--- src/rtl/adc_frame_sequencer.sv ---
// adc_frame_sequencer: rate-controlled two-byte SPI conversion frames for an
// 8-channel 12-bit serial ADC, driven through a byte-level spi_master
// handshake. Each completed frame yields a 12-bit sample tagged with the
// channel it belongs to. The ADC answers for the address sent one frame
// earlier, so the first frame after reset or after an abort is discarded.
// Optional feature: define ADC_AVG_EN to average 2^AVG_LOG2 consecutive
// samples of one channel before presenting a result.
module adc_frame_sequencer #(
  parameter int SAMPLE_DIV   = 5000,
  parameter int CS_SETUP_CYC = 4,
  parameter int TIMEOUT_CYC  = 256,
  parameter int AVG_LOG2     = 2
) (
  input  logic        clk,
  input  logic        reset_b,
  input  logic        enable,
  input  logic [2:0]  channel,
  output logic [7:0]  spi_tx_byte,
  output logic        spi_tx_dv,
  input  logic        spi_tx_ready,
  input  logic        spi_rx_dv,
  input  logic [7:0]  spi_rx_byte,
  output logic        adc_cs_n,
  output logic [11:0] sample,
  output logic [2:0]  sample_chan,
  output logic        sample_valid,
  output logic        timeout_err,
  output logic        overrun
);

  localparam int RW = $clog2(SAMPLE_DIV);
  localparam int CW = $clog2(CS_SETUP_CYC + 1);
  localparam int TW = $clog2(TIMEOUT_CYC + 1);
  localparam logic [RW-1:0] RATE_LAST = RW'(SAMPLE_DIV - 1);
  localparam logic [CW-1:0] CS_LAST   = CW'(CS_SETUP_CYC - 1);
  localparam logic [TW-1:0] TO_LAST   = TW'(TIMEOUT_CYC - 1);

  typedef enum logic [2:0] {
    IDLE, CS_SETUP, SEND_HI, WAIT_HI, SEND_LO, WAIT_LO, CS_HOLD
  } state_t;

  state_t        state_q;
  logic [RW-1:0] rate_q, rate_d;
  logic [CW-1:0] cs_cnt_q;
  logic [TW-1:0] to_cnt_q;
  logic [2:0]    cur_ch_q, prev_ch_q;
  logic [3:0]    msb_q;
  logic          prime_q;
  logic          cs_n_q, tx_dv_q, sample_valid_q, timeout_err_q, overrun_q;
  logic [7:0]    tx_byte_q;
  logic [11:0]   sample_q;
  logic [2:0]    sample_chan_q;
  logic          tick, to_expire;
  logic [11:0]   raw_sample_d;

  // Frame-rate tick; the counter is parked at zero while disabled
  always_comb begin
    rate_d = rate_q + RW'(1);
    if (!enable || rate_q == RATE_LAST) rate_d = '0;
  end

  assign tick         = enable && (rate_q == RATE_LAST);
  assign to_expire    = (state_q == WAIT_HI || state_q == WAIT_LO) && !spi_rx_dv &&
                        (to_cnt_q == TO_LAST);
  assign raw_sample_d = {msb_q, spi_rx_byte};

  // Rate counter register
  always_ff @(posedge clk or negedge reset_b) begin
    if (!reset_b) rate_q <= '0;
    else          rate_q <= rate_d;
  end

`ifdef ADC_AVG_EN
  localparam int AW = 12 + AVG_LOG2;
  localparam logic [AVG_LOG2:0] AVG_N = (AVG_LOG2 + 1)'(1 << AVG_LOG2);

  logic [AW-1:0]     acc_q, acc_sum_d;
  logic [AVG_LOG2:0] acc_cnt_q, acc_cnt_d;
  logic [2:0]        acc_ch_q;
  logic              acc_restart, acc_full;

  // Running sum; restarts when empty or when the sample channel changes
  always_comb begin
    acc_restart = (acc_cnt_q == '0) || (acc_ch_q != prev_ch_q);
    acc_sum_d   = (acc_restart ? '0 : acc_q) + AW'(raw_sample_d);
    acc_cnt_d   = (acc_restart ? '0 : acc_cnt_q) + (AVG_LOG2 + 1)'(1);
    acc_full    = (acc_cnt_d == AVG_N);
  end

  // Accumulator data path; validity is tracked by acc_cnt_q in the FSM
  always_ff @(posedge clk) begin
    if (state_q == WAIT_LO && spi_rx_dv && !prime_q) begin
      acc_q    <= acc_sum_d;
      acc_ch_q <= prev_ch_q;
    end
  end
`endif

  // Frame sequencer with registered SPI, chip-select and sample outputs
  always_ff @(posedge clk or negedge reset_b) begin
    if (!reset_b) begin
      state_q        <= IDLE;
      cs_cnt_q       <= '0;
      to_cnt_q       <= '0;
      cur_ch_q       <= '0;
      prev_ch_q      <= '0;
      msb_q          <= '0;
      prime_q        <= 1'b1;
      cs_n_q         <= 1'b1;
      tx_dv_q        <= 1'b0;
      tx_byte_q      <= 8'h00;
      sample_q       <= '0;
      sample_chan_q  <= '0;
      sample_valid_q <= 1'b0;
      timeout_err_q  <= 1'b0;
      overrun_q      <= 1'b0;
`ifdef ADC_AVG_EN
      acc_cnt_q      <= '0;
`endif
    end else begin
      tx_dv_q        <= 1'b0;
      sample_valid_q <= 1'b0;
      if (!enable)                        begin timeout_err_q <= 1'b0; overrun_q <= 1'b0; end
      else if (tick && state_q != IDLE)   overrun_q <= 1'b1;

      if (to_expire) begin
        // ADC stopped answering: release it and re-prime the pipeline
        cs_n_q        <= 1'b1;
        timeout_err_q <= 1'b1;
        prime_q       <= 1'b1;
        cs_cnt_q      <= '0;
        state_q       <= CS_HOLD;
`ifdef ADC_AVG_EN
        acc_cnt_q     <= '0;
`endif
      end else begin
        case (state_q)
          IDLE: if (tick) begin
            cur_ch_q <= channel;
            cs_n_q   <= 1'b0;
            cs_cnt_q <= '0;
            state_q  <= CS_SETUP;
          end
          CS_SETUP: begin
            if (cs_cnt_q == CS_LAST) state_q  <= SEND_HI;
            else                     cs_cnt_q <= cs_cnt_q + CW'(1);
          end
          SEND_HI: if (spi_tx_ready) begin
            tx_dv_q   <= 1'b1;
            tx_byte_q <= {2'b00, cur_ch_q, 3'b000};
            to_cnt_q  <= '0;
            state_q   <= WAIT_HI;
          end
          WAIT_HI: begin
            if (spi_rx_dv) begin
              msb_q   <= spi_rx_byte[3:0];
              state_q <= SEND_LO;
            end else begin
              to_cnt_q <= to_cnt_q + TW'(1);
            end
          end
          SEND_LO: if (spi_tx_ready) begin
            tx_dv_q   <= 1'b1;
            tx_byte_q <= 8'h00;
            to_cnt_q  <= '0;
            state_q   <= WAIT_LO;
          end
          WAIT_LO: begin
            if (spi_rx_dv) begin
              cs_n_q    <= 1'b1;
              cs_cnt_q  <= '0;
              state_q   <= CS_HOLD;
              prev_ch_q <= cur_ch_q;
              prime_q   <= 1'b0;
`ifdef ADC_AVG_EN
              if (!prime_q) begin
                if (acc_full) begin
                  sample_q       <= acc_sum_d[AVG_LOG2 +: 12];
                  sample_chan_q  <= prev_ch_q;
                  sample_valid_q <= 1'b1;
                  acc_cnt_q      <= '0;
                end else begin
                  acc_cnt_q      <= acc_cnt_d;
                end
              end
`else
              if (!prime_q) begin
                sample_q       <= raw_sample_d;
                sample_chan_q  <= prev_ch_q;
                sample_valid_q <= 1'b1;
              end
`endif
            end else begin
              to_cnt_q <= to_cnt_q + TW'(1);
            end
          end
          CS_HOLD: begin
            if (cs_cnt_q == CS_LAST) state_q  <= IDLE;
            else                     cs_cnt_q <= cs_cnt_q + CW'(1);
          end
          default: state_q <= IDLE;
        endcase
      end
    end
  end

  assign adc_cs_n     = cs_n_q;
  assign spi_tx_dv    = tx_dv_q;
  assign spi_tx_byte  = tx_byte_q;
  assign sample       = sample_q;
  assign sample_chan  = sample_chan_q;
  assign sample_valid = sample_valid_q;
  assign timeout_err  = timeout_err_q;
  assign overrun      = overrun_q;

endmodule

--- config.mk ---
export PLATFORM = sky130hd
export DESIGN_NAME = adc_frame_sequencer
export DESIGN_NICKNAME = d
export VERILOG_FILES = /design/src/rtl/adc_frame_sequencer.sv
export SDC_FILE = /design/constraint.sdc
export NUM_CORES = 1
export LEC_CHECK = 0
export CORE_MARGIN = 2
export CORE_UTILIZATION = 35
export CTS_CLUSTER_SIZE = 25
export DETAILED_ROUTE_END_ITERATION = 10
export PLACE_DENSITY = 0.64
export SYNTH_ARGS = -nofsm -noshare
export SYNTH_HDL_FRONTEND = slang
export SYNTH_SLANG_ARGS = --single-unit
--- constraint.sdc ---
create_clock -name clk -period 3.05 [get_ports clk]
set_input_delay 0.4575 -clock clk [delete_from_list [all_inputs] [get_ports clk]]
set_output_delay 0.4575 -clock clk [all_outputs]
set_load 0.01 [all_outputs]
After elaboration in Yosys (flattened, before gate mapping). Index checks and enable logic that the tools add are counted.

$add $sub $neg: 3. Equality and inequality tests: 23. Muxes and demuxes: 39. Bitwise logic cells: 2. Reductions and logical operators: 29.

Operator list (count): 3-bit 2-to-1 mux (12); 3-bit inequality test (second input constant) (8); 3-bit one-hot mux with 7 select lines (1); 9-bit 2-to-1 mux (2); 9-bit one-hot mux with 2 select lines (1); 1-bit 2-to-1 mux (17); 8-bit 2-to-1 mux (2); 8-bit one-hot mux with 2 select lines (1); 4-bit AND reduction (4); 13-bit by 1-bit adder with 13-bit output (second input constant) (1); 13-bit == test (second input constant) (1); 13-bit 2-to-1 mux (1); 3-bit AND reduction (4); 9-bit by 1-bit adder with 9-bit output (second input constant) (1); 3-bit by 2-bit == test with 1-bit output (second input constant) (3); 3-bit == test (second input constant) (3); 9-bit by 8-bit == test with 1-bit output (second input constant) (1); 3-bit one-hot mux with 3 select lines (1); 2-bit nonzero test (4); 7-bit AND reduction (1); 2-bit by 1-bit inequality test with 1-bit output (second input constant) (3); 2-bit inequality test (second input constant) (3); 3-bit nonzero test (2); 2-bit OR reduction (3); 10 further kinds (16).

Register bits after elaboration: 67. Input port bits: 16. Output and inout bits: 28. Logic and storage cells: 112.

Depth between registers and ports, before layout. Gate-level depths: netlist (run 1).

Depth after elaboration: 6. Gate-level depth with buffers: 8. Mapped depth without buffers: 8.

Worst setup path before layout (run 1). No wires, ideal clock.

Path type: flip-flop to flip-flop. Start: reg to_cnt_q[0]. End: reg to_cnt_q[5]. Setup time: 133 ps. Data arrival time: 1987 ps. Data required time: 2917 ps. Slack: 930 ps. Stages on the path, launching flop included: 9. Path buffers: 0. Period minus slack after synthesis: 2120 ps. Path through: dfrtp_1 > ha_1 > nand3_1 > nor2_1 > ha_1 > or3b_4 > a2111oi_2 > xnor2_1 > nor2_1.

Longest elaborated chain between the ends: 4. Elaborated cells between the ends (all ways): 7. Those cells by class: add/sub: 1; eq/ne: 1; mux: 2; bitwise: 1; reduce/logical: 2.

Ends and longest elaborated chain: start: declaration (line 45) `logic [TW-1:0] to_cnt_q;`; start signal: assignment (line 159) `to_cnt_q <= to_cnt_q + TW'(1);`; start signal: assignment (line 194) `to_cnt_q <= to_cnt_q + TW'(1);`; branches (longest 4 deep; another with 9-bit by 1-bit adder with 9-bit output).

Several ways; the timed one is not identified. The select of a mux whose other input is x is not followed. A chain may end at the register's enable or synchronous reset.

Final worst setup path (run 1).
Start: reg to_cnt_q[0]. End: reg to_cnt_q[6].

Same word-level chain as after synthesis.

==> impl_metrics.json, run 1 <==
{
  "yosysWarnings": 0,
  "synth_area_leaders": "sky130_fd_sc_hd__dfrtp_1, sky130_fd_sc_hd__mux2_1, sky130_fd_sc_hd__xnor2_1, sky130_fd_sc_hd__nor2_1, sky130_fd_sc_hd__nand2_1",
  "finalCriticalPeriod_ns": 2.26,
  "first_pass_grt_wire_length_um": 10200,
  "slew_headroom_pct": 35.2,
  "library_cell_contributing_the_largest_single_delay_on_the_critical_path": "sky130_fd_sc_hd__or3b_4",
  "port-buffer-count": 38,
  "fp.coreArea_um2": 8590,
  "fmax_ghz": 0.442,
  "place.detailed.instances": 420,
  "synth_top_cells_by_count": "sky130_fd_sc_hd__dfrtp_1, sky130_fd_sc_hd__mux2_1, sky130_fd_sc_hd__nor2_1",
  "synth_enable_flop_cells": 0,
  "fin_tns_setup_ns": 0,
  "synth.ff_latch_count": 62,
  "tightestPinTransition_ns": 0.972,
  "initial_core_utilization_pct": 35.5,
  "worst-setup-path-type": "flip-flop to flip-flop",
  "drcViolationCount": 0,
  "synth_largest_type_area_fraction_pct": 49.3,
  "gr-usage-all-layers_pct": 13.4,
  "grt_antenna_before_repair": 0,
  "routed_wl_um": 6030,
  "total_overflow_reported_by_the_global_router": 0,
  "drtIter0Drc": 91,
  "clock_skew_ns": 0.0114,
  "standard_cell_row_count": 34,
  "critPathRequiredTime_ns": 3.26,
  "vias": 2173,
  "cell_taking_the_most_area_after_synthesis": "sky130_fd_sc_hd__dfrtp_1",
  "number_of_buffers_on_the_longest_clock_path": 2,
  "final_min_period_over_clock_period_pct": 74.1,
  "drtAntennaViolNets": 0,
  "critical_path_peak_fanout": 8,
  "num-nets-final": 344,
  "synth-async-reset-ratio_pct": 100,
  "number_of_h_tree_branching_levels": 3,
  "hold_class": "primary input to asynchronous set/reset pin",
  "final_layout_size_suffix_gt1_share_pct": 9.76,
  "setup_violations": 0,
  "critical_path.startpoint_type": "flip-flop",
  "area.growth.synth_to_final_pct": 22.0,
  "antennaDiodeCount": 0,
  "number_of_detailed_routing_iterations_run_before_antenna_repair": 4,
  "ctsHoldBuffers": 0,
  "syn-instance-count": 281,
  "syn_area_per_cell_um2": 10.8,
  "detail_route.vias_per_cell": 4.98,
  "peakVddDrop_mv": 0.211,
  "crit_chain": "ha_1, nand3_1, nor2_1, ha_1, or3b_4, a2111oi_2, xnor2_1, nor2_1",
  "unrepaired_setup_endpoints_after_global_routing": "false",
  "hold_viol_final": 0,
  "drv.max_cap_violation_count": 0,
  "number_of_global_route_vias_before_repair": 2073,
  "cts-resized-gates": 0,
  "final_max_slew_violation_count": 0,
  "synth.lib_cells_used.distinct": 53,
  "clk-insertion-delay-late_ns": 0.34,
  "numClockSinks": 62,
  "globalplace.congestion": 0.819,
  "worst_setup_hold_path_clk_slew_ns": 0.08,
  "worstPathArrival_ns": 2.47,
  "design.portCount": 44,
  "cellPowerDensity_nw_per_um2": 749,
  "synth-main-ff-cell": "sky130_fd_sc_hd__dfrtp_1",
  "grt_start_max_net_pins": 44,
  "yosysSeqAreaShare_pct": 51.0,
  "post_synth_instance_area_um2": 3050,
  "die_width_um": 97.3,
  "chipHeight_um": 97.3,
  "cts-buffers-inserted": 9,
  "worst_setup_path_end_kind": "flip-flop",
  "detailedPlacementHpwl_um": 4230,
  "yosys.cell_count.top_type": "sky130_fd_sc_hd__dfrtp_1",
  "tritoncts": "yes",
  "die_area_um2": 9470,
  "outcome": "finished clean",
  "clk_root_buffer_cell": "sky130_fd_sc_hd__clkbuf_8",
  "wl_per_cell_um": 13.8,
  "post_cts_buffers": 0,
  "timing.critical_path.slowest_cell_delay_ns": 0.47,
  "total_leakage_power_nw": 1.61,
  "finalNonFillerCells": 436
}
## worst paths after layout
check | from | to | slack, ns | depth (start not counted)
worst max-delay path | to_cnt_q[0] | to_cnt_q[6] | 0.79 | 8
worst min-delay path | reset_b | rate_q[4] | 0.28 | 1
worst max register to register | to_cnt_q[0] | to_cnt_q[6] | 0.79 | 8
worst min register to register | cs_cnt_q[0] | cs_cnt_q[0] | 0.48 | 1
max in group asynchronous | reset_b | prev_ch_q[1] | 2.00 | 2
min in group clk | cs_cnt_q[0] | cs_cnt_q[0] | 0.48 | 1
## state kept, by name, summed over array words and instances, names as in the netlist, 3 cells and up
name,flops
cs_cnt_q,3
rate_q,13
msb_q,4
sample,12
state_q,3
spi_tx_byte,3
cur_ch_q,3
sample_chan,3
to_cnt_q,9
prev_ch_q,3
## through the flow
stage	util (%)	hold WS [ns]	setup WS, ns	area [µm²]	power (W)
global placement	41.0	0.461	0.821	3520	0.00207
detailed placement	41.0	0.474	0.758	3520	0.00209
CTS	43.3	0.300	0.773	3720	0.00282
finish	43.3	0.276	0.789	3720	0.00279
floorplan	-	0.162	0.930	3060	0.00176
global route	43.3	0.343	0.623	3720	0.00299
## logic make-up after synthesis
logic type | Yosys count | synth area share (%)
AO/OA/AOI/OAI | 44 | 10.5
XOR/XNOR | 18 | 5.17
adder cells (fa/ha/maj) | 5 | 2.05
buffers and inverters | 22 | 3.69
flip-flops | 62 | 51.0
multiplexers | 28 | 10.2
other | 1 | 0.123
AND/OR/NAND/NOR | 101 | 17.2
## worst max-delay path: cells and delay by family, from the launching register on
family	cells	cell delay, ns
AO/OA/AOI/OAI	1	0.42
AND/OR/NAND/NOR	4	0.64
adder cells (fa/ha/maj)	2	0.49
flip-flops	1	0.42
XOR/XNOR	1	0.16
## placed cells by master, fill, tap and decap left out, types with 2 or more instances in the layout
cell / count
sky130_fd_sc_hd__xor2_1: 7
sky130_fd_sc_hd__nor2b_1: 4
sky130_fd_sc_hd__dfstp_2: 2
sky130_fd_sc_hd__clkdlybuf4s50_1: 37
sky130_fd_sc_hd__inv_1: 5
sky130_fd_sc_hd__o21ai_0: 5
sky130_fd_sc_hd__mux2i_1: 3
sky130_fd_sc_hd__nand2_1: 23
sky130_fd_sc_hd__ha_1: 5
sky130_fd_sc_hd__nand3_1: 12
sky130_fd_sc_hd__clkbuf_8: 9
sky130_fd_sc_hd__buf_4: 5
sky130_fd_sc_hd__nor4_1: 3
sky130_fd_sc_hd__o21ai_1: 9
sky130_fd_sc_hd__nor4bb_1: 2
sky130_fd_sc_hd__clkinv_4: 2
sky130_fd_sc_hd__a21oi_1: 8
sky130_fd_sc_hd__a2111oi_2: 4
sky130_fd_sc_hd__and2_1: 2
sky130_fd_sc_hd__and3_1: 7
sky130_fd_sc_hd__nand2b_1: 4
sky130_fd_sc_hd__a22o_1: 4
sky130_fd_sc_hd__mux2_1: 25
sky130_fd_sc_hd__nor2_1: 24
sky130_fd_sc_hd__nor3_1: 2
sky130_fd_sc_hd__dfrtp_1: 60
sky130_fd_sc_hd__nor3b_1: 3
sky130_fd_sc_hd__xnor2_1: 11
sky130_fd_sc_hd__conb_1: 5
sky130_fd_sc_hd__or2_1: 3
sky130_fd_sc_hd__clkinvlp_4: 3
sky130_fd_sc_hd__nand4_1: 4
## power by group
group          internal (W)  switching (W)
Combinational      0.000448       0.000456
Clock              0.000378       0.000341
Sequential          0.00100       0.000163
## cell type report
cell class | count | area, µm²
clock buffer | 9 | 124
tap | 108 | 135
multi-input combinational | 201 | 1400
timing repair buffer | 43 | 413
sequential | 62 | 1550
fill | 818 | 4870
clock inverter | 7 | 75.1
inverter | 6 | 22.5
## routing by layer
metal / part of all wire (%) / track usage [%]
met2: 46 / 19.9
met3: 4.0 / 4.10
met5: 0 / 0
met1: 49 / 18.4
met4: 1.3 / 5.56
Note: power is estimated with default switching activity, not from simulation.
==> inputs of run 2 (changes only) <==
--- a/config.mk
+++ b/config.mk
@@ -9,7 +9,7 @@
 export CORE_UTILIZATION = 35
 export CTS_CLUSTER_SIZE = 25
 export DETAILED_ROUTE_END_ITERATION = 10
-export PLACE_DENSITY = 0.64
+export PLACE_DENSITY = 0.66
 export SYNTH_ARGS = -nofsm -noshare
 export SYNTH_HDL_FRONTEND = slang
 export SYNTH_SLANG_ARGS = --single-unit
==> constraint.sdc (replaced) <==
create_clock -name clk -period 1.9 [get_ports clk]
set_input_delay 0.285 -clock clk [delete_from_list [all_inputs] [get_ports clk]]
set_output_delay 0.285 -clock clk [all_outputs]
set_load 0.01 [all_outputs]
==> impl_metrics.json, run 2 (same netlist as run 1, synthesis figures left out) <==
{
  "outcome": "finished with violations",
  "violations": "negative setup slack",
  "antennaDiodeCount": 0,
  "final_critical_path_setup_slack_ns": -0.125,
  "wl_per_cell_um": 13.8,
  "num-nets-final": 373,
  "number_of_h_tree_branching_levels": 3,
  "num-fill-cells": 769,
  "postPlaceCellArea_um2": 3810,
  "cts-buffers-inserted": 9,
  "drtAntennaViolNets": 0,
  "fmax_ghz": 0.494,
  "crit_top_cell": "sky130_fd_sc_hd__ha_2",
  "layout_common_cells": "sky130_fd_sc_hd__dfrtp_1, sky130_fd_sc_hd__clkdlybuf4s50_1, sky130_fd_sc_hd__buf_4",
  "detail_route.vias_per_cell": 5.03,
  "setup_violations": 5,
  "tightestPinTransition_ns": 0.633,
  "fin_tns_setup_ns": -0.450,
  "finalCriticalPeriod_ns": 2.03,
  "clk-insertion-delay-late_ns": 0.34,
  "power_switching_share_pct": 34.7,
  "critical_path.startpoint_type": "flip-flop",
  "total_leakage_power_nw": 1.78,
  "final_max_slew_violation_count": 0,
  "area.growth.synth_to_final_pct": 33.9,
  "peakVddDrop_mv": 0.466,
  "ff_latch_area_um2": 1550,
  "timing.critical_path.slowest_cell_delay_ns": 0.46,
  "chipHeight_um": 97.3,
  "gr-usage-all-layers_pct": 14.0,
  "grt_start_max_net_pins": 28,
  "tritoncts": "yes",
  "worst_setup_path_end_kind": "flip-flop",
  "standard_cell_row_count": 34,
  "critical_path_peak_fanout": 5,
  "drv.max_cap_violation_count": 0,
  "cellPowerDensity_nw_per_um2": 1170,
  "worst_r2r_path_depth": 8,
  "critPathRequiredTime_ns": 2.11,
  "die_area_um2": 9470,
  "number_of_buffers_on_the_longest_clock_path": 2,
  "initial_core_utilization_pct": 35.5,
  "numClockSinks": 62,
  "drtIter0Drc": 99,
  "worst_setup_hold_path_clk_slew_ns": 0.07,
  "vias": 2337,
  "power.sequential.fraction_pct": 37.3,
  "routed_wl_um": 6400,
  "grt_antenna_before_repair": 0,
  "drcViolationCount": 0,
  "die_width_um": 97.3,
  "largest_register_ffs": 13,
  "hold-path-cell-count": 1,
  "hold_class": "flip-flop to flip-flop",
  "number_of_global_route_vias_before_repair": 2275,
  "power_frac_comb_pct": 38.7,
  "crit_chain": "ha_2, nand3_2, nor2_2, ha_2, or3b_4, a2111oi_4, xnor2_1, nor2_1",
  "number_of_detailed_routing_iterations_run_before_antenna_repair": 4,
  "clock_power_share_pct": 24.1,
  "port-buffer-count": 38,
  "slew_headroom_pct": 57.6,
  "largest-register": "rate_q",
  "holdWs_ns": 0.478,
  "library_cell_contributing_the_largest_single_delay_on_the_critical_path": "sky130_fd_sc_hd__or3b_4",
  "unrepaired_setup_endpoints_after_global_routing": "true",
  "p_int_w": 0.00312,
  "design_area_um2": 4080,
  "placement.setup.worst_slack_ns": -0.0976,
  "globalplace.congestion": 0.792,
  "switching_power_w": 0.00166,
  "hold_viol_final": 0,
  "clk_root_buffer_cell": "sky130_fd_sc_hd__clkbuf_8",
  "layout.cells.most_common": "sky130_fd_sc_hd__dfrtp_1",
  "clock_skew_ns": 0.00954,
  "detailedPlacementHpwl_um": 4680,
  "final_min_period_over_clock_period_pct": 107,
  "first_pass_grt_wire_length_um": 10700,
  "worstPathArrival_ns": 2.23,
  "design.portCount": 44,
  "fp.coreArea_um2": 8590,
  "worst-setup-path-type": "flip-flop to flip-flop",
  "total_overflow_reported_by_the_global_router": 0,
  "multiInputGateArea_um2": 1510,
  "final_layout_size_suffix_gt1_share_pct": 21.0
}
-- run 2: path summary, 6_finish.rpt --
path,from,to,slack (ns)
worst max-delay path,to_cnt_q[1],to_cnt_q[5],-0.13
worst min-delay path,cs_cnt_q[0],cs_cnt_q[0],0.48
worst max register to register,to_cnt_q[1],to_cnt_q[5],-0.13
worst min register to register,cs_cnt_q[0],cs_cnt_q[0],0.48
max in group asynchronous,reset_b,overrun,0.79
min in group asynchronous,reset_b,state_q[0],0.50
-- run 2: what timing repair did --
action	4_1_cts	5_1_grt
setup endpoints to repair	8	16
pin swaps	3	8
resized for setup	5	8
setup buffers	1	0
hold buffers	1	0
endpoints found under the hold margin	22	0
-- run 2: critical path, delay by kind of cell (launching register included) --
family | cells | cell delay [ns]
xor+xnor | 1 | 0.16
simple gates | 4 | 0.61
flops | 1 | 0.39
fa+ha+maj | 2 | 0.39
compound gates | 1 | 0.35
-- run 2: final cells by class --
type | instances | share of cell area, %
well taps | 108 | 3.31
multi-input cells | 201 | 37.0
clock buffers | 9 | 3.03
clock inverters | 7 | 1.78
flip-flops and latches | 62 | 38.1
repair buffers | 72 | 16.2
inverters | 6 | 0.552
-- run 2: layer usage --
metal	global-route usage, %	up-vias	wire length (µm)
met4	6.62	0	80
met1	18.6	1152	3030
met2	21.6	54	3010
met5	0	-	0
met3	3.60	6	283
li1	-	1125	-
-- run 2: power by group through the flow --
stage | logic [W] | registers (W) | clock network [W]
after floorplan | 0.00104 | 0.00184 | 0
after global placement | 0.00176 | 0.00179 | 0
after detailed placement | 0.00180 | 0.00180 | 0
after CTS | 0.00183 | 0.00178 | 0.00118
after global routing | 0.00202 | 0.00182 | 0.00125
final | 0.00185 | 0.00178 | 0.00115
-- run 2: stage by stage --
stage	total power (W)	util (%)	std cells
4_1_cts	0.00480	47.1	465
5_1_grt	0.00509	47.5	465
6_report	0.00478	47.5	465
3_5_place_dp	0.00360	44.3	447
2_1_floorplan	0.00288	-	285
3_3_place_gp	0.00355	44.3	447
==> inputs of run 3 (changes only) <==
--- a/config.mk
+++ b/config.mk
@@ -5,6 +5,7 @@
 export SDC_FILE = /design/constraint.sdc
 export NUM_CORES = 1
 export LEC_CHECK = 0
+export ABC_CLOCK_PERIOD_IN_PS = 1900
 export CORE_MARGIN = 2
 export CORE_UTILIZATION = 35
 export CTS_CLUSTER_SIZE = 25
==> results of run 3 <==
The final DEF is identical to that of run 2; final timing and power are the same.
